`config.mk`:
```
export PLATFORM = sky130hd
export DESIGN_NAME = encoder8x3_pending_flat
export DESIGN_NICKNAME = d
export VERILOG_FILES = /design/src/rtl/encoder8x3_pending_if.sv /design/src/rtl/encoder8x3_pending.sv /design/src/flat_wrapper.sv
export SDC_FILE = /design/constraint.sdc
export NUM_CORES = 1
export LEC_CHECK = 0
export CORE_ASPECT_RATIO = 1.1
export CORE_MARGIN = 8
export CORE_UTILIZATION = 50
export CTS_CLUSTER_SIZE = 24
export DETAILED_ROUTE_END_ITERATION = 6
export PLACE_DENSITY = 0.82
export SYNTH_ARGS = -nofsm -noshare
export SYNTH_HDL_FRONTEND = slang
export SYNTH_SLANG_ARGS = --single-unit
```
`constraint.sdc`:
```
create_clock -name clk -period 2.8 [get_ports clk]
set_input_delay 0.28 -clock clk [delete_from_list [all_inputs] [get_ports clk]]
set_output_delay 0.28 -clock clk [all_outputs]
set_load 0.005 [all_outputs]
```
`src/rtl/encoder8x3_pending_if.sv`:
```
// ---------------------------------------------------------------------------
// encoder8x3_pending_if : valid/ready code bus between the encoder and the
//                         downstream decoder/dispatcher.
// Revision 1.0
// ---------------------------------------------------------------------------
`default_nettype none

interface encoder8x3_pending_if;
  logic [2:0] Y;
  logic       V;
  logic       RDY;

  modport master (output Y, output V, input RDY);
  modport slave  (input Y, input V, output RDY);
endinterface

`default_nettype wire

```
`src/rtl/encoder8x3_pending.sv`:
```
// ---------------------------------------------------------------------------
// encoder8x3_pending : captures request rises into a pending register and
//                      issues one encoded index per transfer on a valid/ready bus.
// Optional macro ENC8X3_ROUND_ROBIN_EN selects rotating priority.
// Revision 1.0
// ---------------------------------------------------------------------------
`default_nettype none

module encoder8x3_pending #(
  parameter int N = 8,
  parameter int W = 3
) (
  input  wire logic           clk,
  input  wire logic           rst_n,
  input  wire logic           E,
  input  wire logic [N-1:0]   REQ,
  encoder8x3_pending_if.master out_if,
  output logic      [N-1:0]   PEND,
  output logic                OVF
);

  if (N != 8 || W != 3) begin : g_size_check
    $error("encoder8x3_pending supports only N=8, W=3");
  end

  logic [N-1:0] r_req_q;
  logic [N-1:0] r_pend;
  logic [W-1:0] r_y;
  logic         r_v;
  logic         r_ovf;

  logic [W-1:0] w_start;
  logic [W-1:0] w_sel;
  logic         w_slot_free;
  logic         w_load;
  logic [N-1:0] w_set;
  logic [N-1:0] w_clr;

`ifdef ENC8X3_ROUND_ROBIN_EN
  logic [W-1:0] r_ptr;

  always_ff @(posedge clk or negedge rst_n) begin
    if (!rst_n) begin
      r_ptr <= 3'd7;
    end else if (w_load) begin
      r_ptr <= w_sel - 3'd1;
    end
  end

  assign w_start = r_ptr;
`else
  assign w_start = 3'd7;
`endif

  // Search downward from w_start with wrap; first pending bit found wins.
  always_comb begin : p_search
    logic [W-1:0] cand;
    logic         found;
    w_sel = '0;
    found = 1'b0;
    cand  = '0;
    for (int k = 0; k < N; k++) begin
      cand = w_start - k[W-1:0];
      if (!found && r_pend[cand]) begin
        w_sel = cand;
        found = 1'b1;
      end
    end
  end

  assign w_slot_free = ~r_v | out_if.RDY;
  assign w_load      = w_slot_free & (|r_pend);
  assign w_set       = E ? (REQ & ~r_req_q) : '0;

  always_comb begin
    w_clr = '0;
    if (w_load) begin
      w_clr[w_sel] = 1'b1;
    end
  end

  // A rise on an issued bit re-sets it (set wins) and is not an overflow.
  always_ff @(posedge clk or negedge rst_n) begin
    if (!rst_n) begin
      r_req_q <= '0;
      r_pend  <= '0;
      r_ovf   <= 1'b0;
      r_y     <= '0;
      r_v     <= 1'b0;
    end else begin
      r_req_q <= REQ;
      r_pend  <= (r_pend & ~w_clr) | w_set;
      r_ovf   <= |(w_set & r_pend & ~w_clr);
      if (w_slot_free) begin
        if (w_load) begin
          r_y <= w_sel;
          r_v <= 1'b1;
        end else begin
          r_v <= 1'b0;
        end
      end
    end
  end

  assign out_if.Y = r_y;
  assign out_if.V = r_v;
  assign PEND     = r_pend;
  assign OVF      = r_ovf;

endmodule

`default_nettype wire

```
`src/flat_wrapper.sv`:
```
// flat-port wrapper written by rule: the top's interface ports become plain ports
module encoder8x3_pending_flat 
#(
  parameter int N = 8,
  parameter int W = 3
)
  (clk, rst_n, E, REQ, PEND, OVF, out_if_Y, out_if_V, out_if_RDY);
  encoder8x3_pending_if out_if_i ();
  input  wire logic clk;
  input  wire logic rst_n;
  input  wire logic E;
  input  wire logic [N-1:0] REQ;
  output logic      [N-1:0] PEND;
  output logic OVF;
  output wire logic [$bits(out_if_i.Y)-1:0] out_if_Y;
  output wire logic [$bits(out_if_i.V)-1:0] out_if_V;
  input wire logic [$bits(out_if_i.RDY)-1:0] out_if_RDY;
  assign out_if_Y = out_if_i.Y;
  assign out_if_V = out_if_i.V;
  assign out_if_i.RDY = out_if_RDY;
  encoder8x3_pending #(.N(N), .W(W)) u_core (.clk(clk), .rst_n(rst_n), .E(E), .REQ(REQ), .out_if(out_if_i), .PEND(PEND), .OVF(OVF));
endmodule
```
Word-level counts from Yosys, hierarchy flattened
Index checks and enable logic that the tools add are counted.
{"block": "totals", "register_bits": 21, "inputBits": 12, "out_inout_bits": 13}
{"block": "op_classes", "n_lt_le_gt_ge": 2, "n_mux": 20, "n_bitwise": 10, "n_reduce_logical": 18}
{"op": "$and A8 B8 Y8", "n": 4}
{"op": "$mux W3", "n": 8}
{"op": "$mux W8", "n": 2}
{"op": "$not A8 Y8", "n": 2}
{"op": "$reduce_or A8 Y1", "n": 2}
{"op": "$mux W1", "n": 9}
{"op": "$logic_and A1 B1 Y1", "n": 8}
{"op": "$or A8 B8 Y8", "n": 1}
{"op": "$logic_not A1 Y1", "n": 7}
{"op": "$lt A3 B4 Y1 const B", "n": 1}
{"op": "$demux W1 S3", "n": 1}
{"op": "$ge A3 B1 Y1 const B", "n": 1}
{"op": "$reduce_and A2 Y1", "n": 1}
{"op": "$and A1 B1 Y1", "n": 1}
{"op": "$not A1 Y1", "n": 1}
{"op": "$or A1 B1 Y1", "n": 1}

Logic depth before layout (Yosys ltp)
{"block": "depth", "depth_word": 30, "mapped_depth": 6, "mapped_depth_nobuf": 5}

Least setup slack after synthesis
Ideal clock, no wire load.
{"block": "synth_path", "kind": "register to register", "from": "register u_core.r_pend[5], in the netlist u_core.PEND[5]", "to": "register u_core.r_v, in the netlist u_core.out_if.V", "setup_ns": 0.139, "t_arrival_ns": 1.337, "required_time_ns": 2.661, "setup_slack_ns": 1.325, "stages_incl_launch_ff": 4, "n_path_buf": 0, "period_less_slack_ns": 1.475, "cell_sequence": "dfrtp_1 -> nor4_4 -> nand2_4 -> or4_1"}
{"block": "synth_between", "elab_chain_len": 3}
{"item": "from (decl)", "line_no": "encoder8x3_pending.sv:27", "source": "logic [N-1:0] r_pend;"}
{"item": "from (signal assigned)", "line_no": "encoder8x3_pending.sv:92", "source": "r_pend <= (r_pend & ~w_clr) | w_set;"}
{"item": "$reduce_or A8 Y1", "line_no": "encoder8x3_pending.sv:72", "source": "assign w_load = w_slot_free & (|r_pend);"}
{"item": "$and A1 B1 Y1", "line_no": "encoder8x3_pending.sv:72"}
{"item": "$mux W1", "line_no": "encoder8x3_pending.sv:95", "source": "if (w_load) begin"}
{"item": "to (signal assigned)", "line_no": "encoder8x3_pending.sv:89", "source": "r_v <= 1'b0;"}
{"item": "to (signal assigned)", "line_no": "encoder8x3_pending.sv:97", "source": "r_v <= 1'b1;"}
{"item": "to (signal assigned)", "line_no": "encoder8x3_pending.sv:99", "source": "r_v <= 1'b0;"}
{"item": "to (decl)", "line_no": "encoder8x3_pending.sv:29", "source": "logic r_v;"}
No other way between the ends.
A chain may end at the register's enable or synchronous reset.

Worst setup path after layout
{"block": "layout_path", "from": "register u_core.r_pend[6], in the netlist u_core.PEND[6]", "to": "output PEND[6]"}
{"item": "to (decl)", "line_no": "flat_wrapper.sv:13", "source": "output logic [N-1:0] PEND;"}
No word-level cell between the ends.

==> out/metrics.yaml <==
peakVddDrop_mv: 0.403
synth_edf_count: 0
die_w_um: 57.5
syn2layout_area_growth_pct: 29.6
synth_seq_cells: 21
post_cts_resized: 0
clkLatencyLatePin_ns: 0.30
vias_per_cell: 6.18
hold_class: "in -> reg"
die-area_um2: 3540
synth-xor-area-share: 0
synth_common_cells: "dfrtp_1 (21), nand2_1 (12), nand3b_1 (6), nor2_1 (6), o21ai_0 (6)"
postSynthCellCount: 87
drtAntennaViolNets: 0
worstMarginPinSlew_ns: 0.921
swShare: 0.308
hold_path_end: "u_core.r_req_q[0]$_DFF_PN0_"
period_share: 0.620
cp_slowest_cell: "dfrtp_1"
yosysWarnings: 0
power_switching_mw: 0.237
drive_gt1_frac: 0.0973
cts_setup_buffers: 0
fin_nets: 126
cts_tree: "built"
synth_nets: 99
coreArea_um2: 1780
outcome: "finished clean"
comb_power_share: 0.291
antenna_found_initial: 0
cp.required_ns: 2.52
critPathLaunch: "u_core.PEND[6]$_DFF_PN0_"
crit_chain: "clkdlybuf4s50_1"
fill_cells: 136
synth-simple-area-share: 0.238
drc_errors: 0
cts_root_buf: "clkbuf_4"
period_needed_ns: 1.73
cp_max_fo: 9
muxShareOfSynthArea: 0
ys_types: 34
cp_slowest_stage_delay_ns: 0.58
regArea_um2: 526
vias: 810
leakage_nw: 0.508
critical_path.startpoint_type: "flip-flop"
p_clk_frac: 0.182
die_h_um: 61.6
grt_pass1_wl_um: 3830
p_per_area_nw_per_um2: 628
arrival_ns: 1.45
routed.top_layer: "met4"
path_delay_family: "flip-flops"
slew-limit-headroom: 0.384
grt_max_degree: 22
hold_start: "REQ[0]"
drt_iter0_drc: 14
gp_congestion: 0.835
avgSynthCellArea_um2: 10.9
antenna_cells: 0
clk_path_buf_depth: 2
worst_hold_slack_ns: 0.427
rr_worst_depth: 5
ys_top_cells_by_area: "dfrtp_1 (56%), nand2_1 (4.8%), nand3b_1 (4.8%)"
yosysSeqAreaShare: 0.556
dp_hpwl_um: 1720
synth_top_area_cell: "dfrtp_1"
setup_viol: 0
synth_top_area_share: 0.556
pwr-share-seq: 0.526
dr.pass1.iters: 4
final_area_um2: 1230
criticalPathCategory: "reg -> out"
multi_input_area_um2: 400
fmax_mhz: 576
avgRoutedWirePerCell_um: 17.4
synth.most_common_cell: "dfrtp_1"
cts_buffers: 3
rows: 16
cts.sinks: 21
drt_wl_total_um: 2280
ys.flop_type: "dfrtp_1"
synth_top_family_by_area: "simple AND/OR/NAND/NOR gates"
cap_violations: 0
worst_clock_skew_ns: 0.00122
grt_usage: 0.140
grt_pass1_vias: 862
r2r-end: "u_core.OVF$_DFF_PN0_"
cts.clk_slew.worst_paths_ns: 0.11
htree_num_levels: 1
grt_setup_unrepaired: "false"
p_int_mw: 0.533
holdPathStages: 1
met2_length_um: 1150
synthAdderAreaFrac: 0
ys_async_sr_fraction: 1.00
r2r_start: "u_core.out_if.V$_DFFE_PN0P_"
met1_length_um: 869
synth_compound_area_frac: 0.185
port_buffers: 24
tns_ns: 0
place_area_um2: 1200
io_pins: 25
initial_core_util: 0.531
globalRouteOverflowTotal: 0
holdBufCountCts: 0
post-route-util: 0.688
endpoint_kind: "output pin"
syn_area_um2: 946
r2r_slack_ns: 1.08
finalHoldViolCount: 0
maxSlewViolCount: 0
worst-path-buf-inv: 1
met3_length_um: 171
-- worst max path at each step --
stage | to | slack [ns] | cells after the start
CTS | PEND[6] | 1.08 | 1
global placement | u_core.OVF$_DFF_PN0_ | 0.93 | 6
global route | u_core.OVF$_DFF_PN0_ | 0.93 | 5
floorplan | u_core.out_if.V$_DFFE_PN0P_ | 1.32 | 3
detailed placement | u_core.OVF$_DFF_PN0_ | 0.87 | 6
finish | PEND[6] | 1.07 | 1
-- cell usage in the layout (no fill, tap or decap), drive strengths merged --
master and count:
nor4 2, nor2b 3, a32o 1, nor3b 1, nor3 2, nand2 13
nand3b 6, or4 1, a21bo 1, o221a 1, nand4 1, a22o 1
a21o 1, o21ai 7, or2 2, nor2 6, dfrtp 21, clkdlybuf4s50 24
clkbuf 4, inv 3, o31ai 2, a211oi 1, a31oi 1, o21a 1
o2111ai 2, o31a 1, a21oi 3, nand2b 1
-- per-stage QoR --
stage	power, mW	cells	setup WS, ns
after floorplan	0.501	87	1.32
after global placement	0.623	127	0.930
after detailed placement	0.633	127	0.866
after CTS	0.773	131	1.08
after global routing	0.812	131	0.927
final	0.770	131	1.07
-- cell type report --
type                    count  share of cell area
flip-flops and latches     21               0.429
multi-input cells          61               0.327
repair buffers             24               0.196
clock buffers               4              0.0214
well taps                  18              0.0184
inverters                   3             0.00918
-- power groups by stage --
stage          Clock (mW)  Sequential (mW)  Combinational [mW]
3_3_place_gp            0            0.408               0.215
3_5_place_dp            0            0.411               0.223
6_report            0.140            0.405               0.224
4_1_cts             0.144            0.404               0.225
5_1_grt             0.158            0.411               0.243
2_1_floorplan           0            0.400               0.101
-- cells by family (layout without fill, tap and decap cells) --
family / Yosys count / count (layout)
AOI/OAI and AO/OA: 23 / 23
and+or+nand+nor: 38 / 38
buffers and inverters: 5 / 31
DFF: 21 / 21
-- flip-flops by register name (all words and copies together) (netlist names) --
signal and flops:
u_core.out_if.V 1, u_core.OVF 1, u_core.PEND 8, u_core.r_req_q 8, u_core.out_if.Y 3
-- layer usage --
layer  vias to the layer above  global-route usage
li1                        372                   -
met1                       374               0.140
met2                        45               0.260
met3                        19              0.0334
met4                         0              0.0857
met5                         -                   0
Power figures use the tool's default switching activity.
